**config.mk**
```make
export PLATFORM = sky130hd
export DESIGN_NAME = tx232_pd_fifo
export DESIGN_NICKNAME = d
export VERILOG_FILES = /design/src/rtl/tx232_pd_fifo.sv
export SDC_FILE = /design/constraint.sdc
export NUM_CORES = 1
export LEC_CHECK = 0
export CAP_MARGIN = 20
export CORE_UTILIZATION = 25
export DETAILED_ROUTE_END_ITERATION = 7
export GPL_ROUTABILITY_DRIVEN = 0
export PLACE_DENSITY = 0.47
export SLEW_MARGIN = 20
export SYNTH_ARGS = -nofsm -noshare
export SYNTH_HDL_FRONTEND = slang
export SYNTH_SLANG_ARGS = --single-unit
```
**constraint.sdc**
```tcl
create_clock -name clk -period 2.5 [get_ports clk]
set_input_delay 0.5 -clock clk [delete_from_list [all_inputs] [get_ports clk]]
set_output_delay 0.5 -clock clk [all_outputs]
set_load 0.01 [all_outputs]
```
**src/rtl/tx232_pd_fifo.sv**
```systemverilog
// tx232_pd_fifo: FIFO-fed serial transmitter, 8N + STOP_BITS frames.
// One line bit per rising edge of the external bit clock txck.
module tx232_pd_fifo #(
  parameter int DEPTH     = 4,
  parameter int STOP_BITS = 2,
  parameter int LVL_W     = $clog2(DEPTH) + 1
) (
  input  logic             clk,
  input  logic             rst,
  input  logic             txck,
  input  logic [7:0]       txpd,
  input  logic             txwr,
  output logic             txsd,
  output logic             txbusy,
  output logic             txfull,
  output logic             txempty,
  output logic [LVL_W-1:0] txlvl,
  output logic             txovf,
  output logic             tx_start,
  output logic             txdone
);

  localparam int AW = $clog2(DEPTH);
  localparam logic [1:0] STOP_LAST = 2'(STOP_BITS - 1);
  localparam logic [LVL_W-1:0] LVL_FULL = LVL_W'(DEPTH);

  typedef enum logic [1:0] {
    IDLE  = 2'd0,
    START = 2'd1,
    DATA  = 2'd2,
    STOP  = 2'd3
  } state_t;

  state_t          state;
  logic [1:0]      txck_d;
  logic            tick;
  logic [7:0]      mem [DEPTH];
  logic [AW-1:0]   wr_ptr;
  logic [AW-1:0]   rd_ptr;
  logic [LVL_W-1:0] lvl_nxt;
  logic            push;
  logic            pop;
  logic            frame_end;
  logic [7:0]      sh;
  logic [2:0]      bit_cnt;
  logic [1:0]      stop_cnt;

  // txck is asynchronous; the rising edge becomes a single clk tick
  always_ff @(posedge clk or negedge rst) begin
    if (!rst) begin
      txck_d <= 2'b00;
    end else begin
      txck_d <= {txck_d[0], txck};
    end
  end

  assign tick = txck_d[0] & ~txck_d[1];

  assign frame_end = (state == STOP) && (stop_cnt == STOP_LAST);
  assign push      = txwr & ~txfull;
  assign pop       = tick & ~txempty & ((state == IDLE) | frame_end);
  assign lvl_nxt   = txlvl + LVL_W'(push) - LVL_W'(pop);

  always_ff @(posedge clk) begin
    if (push) begin
      mem[wr_ptr] <= txpd;
    end
  end

  always_ff @(posedge clk or negedge rst) begin
    if (!rst) begin
      wr_ptr  <= '0;
      rd_ptr  <= '0;
      txlvl   <= '0;
      txfull  <= 1'b0;
      txempty <= 1'b1;
      txovf   <= 1'b0;
    end else begin
      if (push) begin
        wr_ptr <= wr_ptr + 1'b1;
      end
      if (pop) begin
        rd_ptr <= rd_ptr + 1'b1;
      end
      txlvl   <= lvl_nxt;
      txfull  <= (lvl_nxt == LVL_FULL);
      txempty <= (lvl_nxt == '0);
      txovf   <= txwr & txfull;
    end
  end

  always_ff @(posedge clk or negedge rst) begin
    if (!rst) begin
      state    <= IDLE;
      txsd     <= 1'b1;
      txbusy   <= 1'b0;
      tx_start <= 1'b0;
      txdone   <= 1'b0;
      sh       <= '0;
      bit_cnt  <= '0;
      stop_cnt <= '0;
    end else begin
      tx_start <= 1'b0;
      txdone   <= 1'b0;
      if (tick) begin
        unique case (state)
          IDLE: begin
            if (pop) begin
              sh       <= mem[rd_ptr];
              txsd     <= 1'b0;
              tx_start <= 1'b1;
              txbusy   <= 1'b1;
              state    <= START;
            end else begin
              txsd <= 1'b1;
            end
          end
          START: begin
            txsd    <= sh[0];
            sh      <= {1'b0, sh[7:1]};
            bit_cnt <= '0;
            state   <= DATA;
          end
          DATA: begin
            if (bit_cnt == 3'd7) begin
              txsd     <= 1'b1;
              stop_cnt <= '0;
              state    <= STOP;
            end else begin
              txsd    <= sh[0];
              sh      <= {1'b0, sh[7:1]};
              bit_cnt <= bit_cnt + 3'd1;
            end
          end
          STOP: begin
            if (frame_end) begin
              txdone <= 1'b1;
              // next queued byte starts with no idle bit-time in between
              if (pop) begin
                sh       <= mem[rd_ptr];
                txsd     <= 1'b0;
                tx_start <= 1'b1;
                state    <= START;
              end else begin
                txsd   <= 1'b1;
                txbusy <= 1'b0;
                state  <= IDLE;
              end
            end else begin
              txsd     <= 1'b1;
              stop_cnt <= stop_cnt + 2'd1;
            end
          end
          default: begin
            state <= IDLE;
          end
        endcase
      end
    end
  end

endmodule

```
; ---- Word-level counts from Yosys, hierarchy flattened
; Memories as Yosys holds them, arrays and structs flattened.
; Cells that the tools add are included.
[classes]
n_addsub = 6
mul = 0
div = 0
order_cmp = 0
n_eq_ne = 12
shifts = 0
n_mux = 31
n_bitwise = 9
n_reduce_logical = 11
[op_table]
columns = operator, n
row1 = case mux 8 bit (4 select lines), 1
row2 = two-way mux 8 bit, 3
row3 = two-way mux 1 bit, 15
row4 = "inequality test 2 bit, second input constant", 6
row5 = two-way mux 2 bit, 5
row6 = case mux 2 bit (4 select lines), 1
row7 = AND reduction 4 bit, 2
row8 = "adder 2 x 1 -> 2 bit, second input constant", 3
row9 = "== test 3 bit, second input constant", 2
row10 = case mux 3 bit (2 select lines), 1
row11 = AND reduction 3 bit, 2
row12 = nonzero test 2 bit, 3
row13 = bitwise AND 1 bit, 5
row14 = AND reduction 5 bit, 1
row15 = "== test 2 x 1 -> 1 bit, second input constant", 2
row16 = "== test 2 bit, second input constant", 2
row17 = case mux 1 bit (2 select lines), 2
row18 = case mux 1 bit (4 select lines), 1
row19 = case mux 2 bit (2 select lines), 1
row20 = adder 3 x 1 -> 3 bit, 1
row21 = "adder 3 x 1 -> 3 bit, second input constant", 1
row22 = logical NOT 3 bit, 1
row23 = two-way mux 3 bit, 1
row24 = inverter 1 bit, 3
row25 = other kinds (4), 4
[word_totals]
register_bits = 31
latch_bits = 0
ram_bits = 32
romBits = 0
word_cells = 85
mem_count = 1
[mem_list]
columns = name, depth, word_bits, read_ports, rd_ports_with_merged_regs, wr, line_no
row1 = mem, 4, 8, 1, 0, 1, 37  ; logic [7:0] mem [DEPTH];

; ---- Longest topological paths before layout
[depth]
ltp_word = 8
ltp_mapped = 13
mapped_depth_nobuf = 12

; ---- Worst setup path before layout
; No wires, ideal clock.
[synth_path]
path_kind = register to register
start = reg state[0]
end = reg txfull
setup_time_ns = 0.088
arrival_ns = 2.404
required_time_ns = 2.412
path_slack_ns = 0.008
stages_incl_launch_ff = 13
n_path_buf = 0
period_less_slack_ns = 2.492
path_cell_list = dfrtp_1 > inv_1 > ha_1 > a21oi_4 > nor3_4 > ha_1 > inv_1 > ha_1 > inv_1 > fa_1 > xnor2_1 > xnor2_1 > nor3b_1
[synth_between]
elab_chain_len = 6
word_cells_on_any_way = 7
classes_between = add/sub: 1 / eq/ne: 2 / bitwise: 2 / reduce/logical: 2
[synth_lines]
columns = element, line_no
row1 = from (decl), 34  ; state_t state;
row2 = from (signal assigned), 94  ; state <= IDLE;
row3 = from (signal assigned), 113  ; state <= START;
row4 = from (signal assigned), 122  ; state <= DATA;
row5 = == test 2 bit, 59  ; assign frame_end = (state == STOP) && (stop_cnt == STOP_LAST);
row6 = logical AND 1 bit, 59
row7 = OR 1 bit *, 61  ; assign pop = tick & ~txempty & ((state == IDLE) | frame_end);
row8 = bitwise AND 1 bit *, 61
row9 = subtractor 3 x 1 -> 3 bit *, 62  ; assign lvl_nxt = txlvl + LVL_W'(push) - LVL_W'(pop);
row10 = net lvl_nxt[2], 40  ; logic [LVL_W-1:0] lvl_nxt;
row11 = == test 3 bit *, 86  ; txfull <= (lvl_nxt == LVL_FULL);
row12 = to (signal assigned), 86
row13 = to (decl), 15  ; output logic txfull,
; The timed path passes the listed nets; every way through them passes the cells marked *.
; A chain may end at the register's enable or synchronous reset.

; ---- Worst setup path after layout
[layout_path]
start = reg stop_cnt[0]
end = reg txfull
[layout_between]
elab_chain_len = 6
[layout_lines]
columns = element, line_no
row1 = from (decl), 46  ; logic [1:0] stop_cnt;
row2 = from (signal assigned), 151  ; stop_cnt <= stop_cnt + 2'd1;
row3 = == test 2 x 1 -> 1 bit, 59
row4 = logical AND 1 bit, 59
row5 = OR 1 bit, 61
row6 = bitwise AND 1 bit, 61
row7 = subtractor 3 x 1 -> 3 bit, 62
row8 = net lvl_nxt[2], 40
row9 = == test 3 bit, 86
; The timed path passes the listed nets, and every way through them passes these cells.

==> impl_results.md <==
* Status: finished clean
* R2R cell count at 11
* Detailed Route WL at 5230 um
* Placeable Area at 11400 um^2
* DP Wirelength at 3590 um
* CTS Hold Bufs at 0
* Pwr/cell area at 1240 nW/um^2
* Synth cell count leaders: edfxtp_1 (32), dfrtp_1 (29), inv_1 (17)
* Num ports at 22
* Final min period at 2.36 ns
* Clock buffer count from CTS at 9
* EDFF count, synth at 32
* Tot GR Track Use at 0.0989
* Placed cell count at 374
* Unrepaired setup endpoints after global routing: false
* Internal reg-to-reg setup slack at 0.14 ns
* Non-Filler Instances at 392
* Antenna cell count at 0
* Distinct cells, synth at 44
* Hold Crit Start: txck_d[0]$_DFF_PN0_
* Multiplexer area fraction after synthesis at 0.113
* Pwr Total at 4.51 mW
* Reg2Reg Launch Point: stop_cnt[0]$_DFFE_PN0P_
* Slowest CP cell: dfrtp_2
* Initial DRT Pass Iterations at 4
* Crit Path Max Fanout at 4
* Setup-failing EPs final at 0
* Crit Path Category: flip-flop to flip-flop
* Post-synthesis sequential area ratio at 0.597
* Area of the multi-input gates at 1080 um^2
* Post-Synth XOR/XNOR Area at 0.0150
* Number of remaining DRC errors at 0
* Sequential power share at 0.355
* Die area at 12100 um^2
* Hold Path Class: flip-flop to flip-flop
* # fillers at 1123
* Final hold viol count at 0
* H-tree depth at 3
* Max Freq at 424 MHz
* Max-slew violations at 0
* Clk network pwr share at 0.240
* Post-synthesis area per instance at 14.1 um^2
* Area leader, netlist: edfxtp_1
* Compound-Gate Fraction of Synth Area at 0.0884
* Pin count of the biggest net entering global routing at 32
* Least-Margin Pin Slew at 0.460 ns
* Worst skew pair latency at 0.32 ns
* DRT iter0 DRCs at 59
* Synth Cell Area at 2910 um^2
* Die Height at 110 um
* Tcrit/Tclk final at 0.944
* Starting Density at 0.256
* Max Cap Viol at 0
* Arr. time, crit path at 2.60 ns
* Total grt overflow at 0
* Die width at 110 um
* Clk slew on worst S/H paths at 0.05 ns
* Cell Rows at 39
* Fin nets at 272
* Number of I/O port buffers at 21
* Skew final at 0.00363 ns
* Switch Pwr at 1.46 mW
* Gate power share at 0.405
* Crit-path max cell delay at 0.44 ns
* Largest cells by area after synthesis: edfxtp_1 (33%), dfrtp_1 (25%), mux2_4 (6.7%), ha_1 (6.0%), mux2_2 (3.1%)
* Setup crit start kind: flip-flop
* Switching fraction of total power at 0.324
* FFs w/ async S/R, synth at 0.492
* Worst vdd rail ir drop at 0.335 mV
* Global-route wire length before repair at 8580 um
* Initial antenna violation count at 0
* CTS root buffer: clkbuf_16
* Vias/cell at 4.29
* FF/Latch Area at 1740 um^2
* Slew margin rel. at 0.694
* Max Buffers Root-to-Sink at 2
* Adder-cell area share of the yosys netlist at 0.0670
* Share of cells above drive strength 1 at 0.277
* Int Pwr at 3.05 mW
* Syn-to-layout area delta at 25.2%
* Hold depth at 0
* CP endpoint kind: flip-flop
* Post-Synth Simple-Gate Area at 0.0739
* Drt wl/cell at 13.3 um
* Cell with the most instances after synthesis: edfxtp_1
* Number of global-route vias before repair at 1706
* Hold path endpoint: txck_d[1]$_DFF_PN0_
* Vias at 1681
* Synthesis-stage register bit count at 63
* Critical-path cell list: ha_4 > a21oi_4 > nor3_4 > ha_1 > inv_1 > ha_1 > inv_1 > fa_2 > xnor2_1 > xnor2_1 > nor3b_2
* CTS tree: yes
* Clk sinks at 63
* Post-synthesis cell count at 206
* Synth top area share at 0.330
* Final antenna-violating net count at 0
* Most used DFF post-synth: edfxtp_1
* Static Leak at 1.44 nW
* Ys Warns at 0
* RR Endpoint: txfull$_DFF_PN0_
* Syn Nets at 233
* Critical Path RT at 2.74 ns
* Main combinational cell family by area after synthesis: multiplexers
[power groups by stage]
stage | combinational, mW | sequential [mW] | clock (mW)
finish | 1.83 | 1.60 | 1.08
global route | 2.04 | 1.64 | 1.17
CTS | 1.77 | 1.59 | 1.12
detailed placement | 1.73 | 1.61 | 0
global placement | 1.70 | 1.61 | 0
floorplan | 1.28 | 1.59 | 0
[placed cells by master, fill, tap and decap left out, types with 3 or more instances in the layout]
master / instances
dfrtp_1: 28
ha_1: 11
mux2_2: 8
o21ai_0: 9
inv_1: 14
clkdlybuf4s50_1: 21
nand2_1: 9
clkbuf_16: 9
a21oi_1: 7
and2_1: 5
buf_4: 15
nor2_1: 3
nand2b_1: 4
clkinvlp_4: 3
edfxtp_1: 32
inv_2: 3
a22o_1: 3
mux2_4: 13
xnor2_1: 4
o22ai_1: 7
[registers in the layout (all words and copies together), names as in the netlist, 2 cells and up]
name	count
sh	8
stop_cnt	2
txck_d	2
state	2
wr_ptr	2
rd_ptr	2
txlvl	3
mem	32
bit_cnt	3
[metal layers]
metal | routed length [um] | vias up | track usage
met4 | 153 | 0 | 0.0629
li1 | - | 821 | -
met5 | 0 | - | 0
met1 | 2530 | 823 | 0.119
met2 | 2380 | 25 | 0.152
met3 | 166 | 12 | 0.0320
[critical path, delay by kind of cell, from the launching register on]
| family | cells | cell delay, ns |
|---|---|---|
| fa+ha+maj | 4 | 0.94 |
| flops | 1 | 0.44 |
| xor+xnor | 2 | 0.36 |
| simple gates | 2 | 0.28 |
| compound gates | 1 | 0.17 |
| buf+inv | 2 | 0.11 |
[cells by family after synthesis]
| logic type | count (synthesis) |
|---|---|
| AO/OA/AOI/OAI | 38 |
| XOR/XNOR | 5 |
| adder cells (fa/ha/maj) | 15 |
| buffers and inverters | 25 |
| flip-flops | 63 |
| multiplexers | 24 |
| AND/OR/NAND/NOR | 36 |
[area by class of cell]
cell class	count	share of cell area
inverters	17	0.0175
flip-flops and latches	63	0.477
multi-input cells	118	0.296
well taps	143	0.0490
clock buffers	9	0.0617
clock inverters	6	0.0106
repair buffers	36	0.0884
[metrics by stage]
step | utilization | area, um^2 | setup slack, ns | TNS [ns] | hold WS (ns)
6_report | 0.321 | 3650 | 0.141 | 0 | 0.394
5_1_grt | 0.321 | 3650 | 0.0331 | 0 | 0.419
2_1_floorplan | - | 2910 | 0.00768 | 0 | 0.204
3_3_place_gp | 0.292 | 3320 | -0.187 | -0.275 | 0.378
4_1_cts | 0.317 | 3600 | 0.00169 | 0 | 0.400
3_5_place_dp | 0.292 | 3320 | -0.273 | -0.456 | 0.388
[worst max path at each step]
stage,from,endpoint,slack [ns],depth (start not counted)
after floorplan,state[0]$_DFFE_PN0P_,txfull$_DFF_PN0_,0.008,12
after global placement,txwr,txfull$_DFF_PN0_,-0.19,11
after detailed placement,txwr,txfull$_DFF_PN0_,-0.27,11
after CTS,stop_cnt[1]$_DFFE_PN0P_,txfull$_DFF_PN0_,0.002,12
after global routing,stop_cnt[1]$_DFFE_PN0P_,txfull$_DFF_PN0_,0.03,12
final,stop_cnt[0]$_DFFE_PN0P_,txfull$_DFF_PN0_,0.14,11
[what timing repair did]
action	CTS	global route
gates resized for setup	2	10
setup buffers	1	2
setup endpoints to repair	1	2
pin swaps	1	5
No activity file was read; power rests on OpenSTA's default activity.
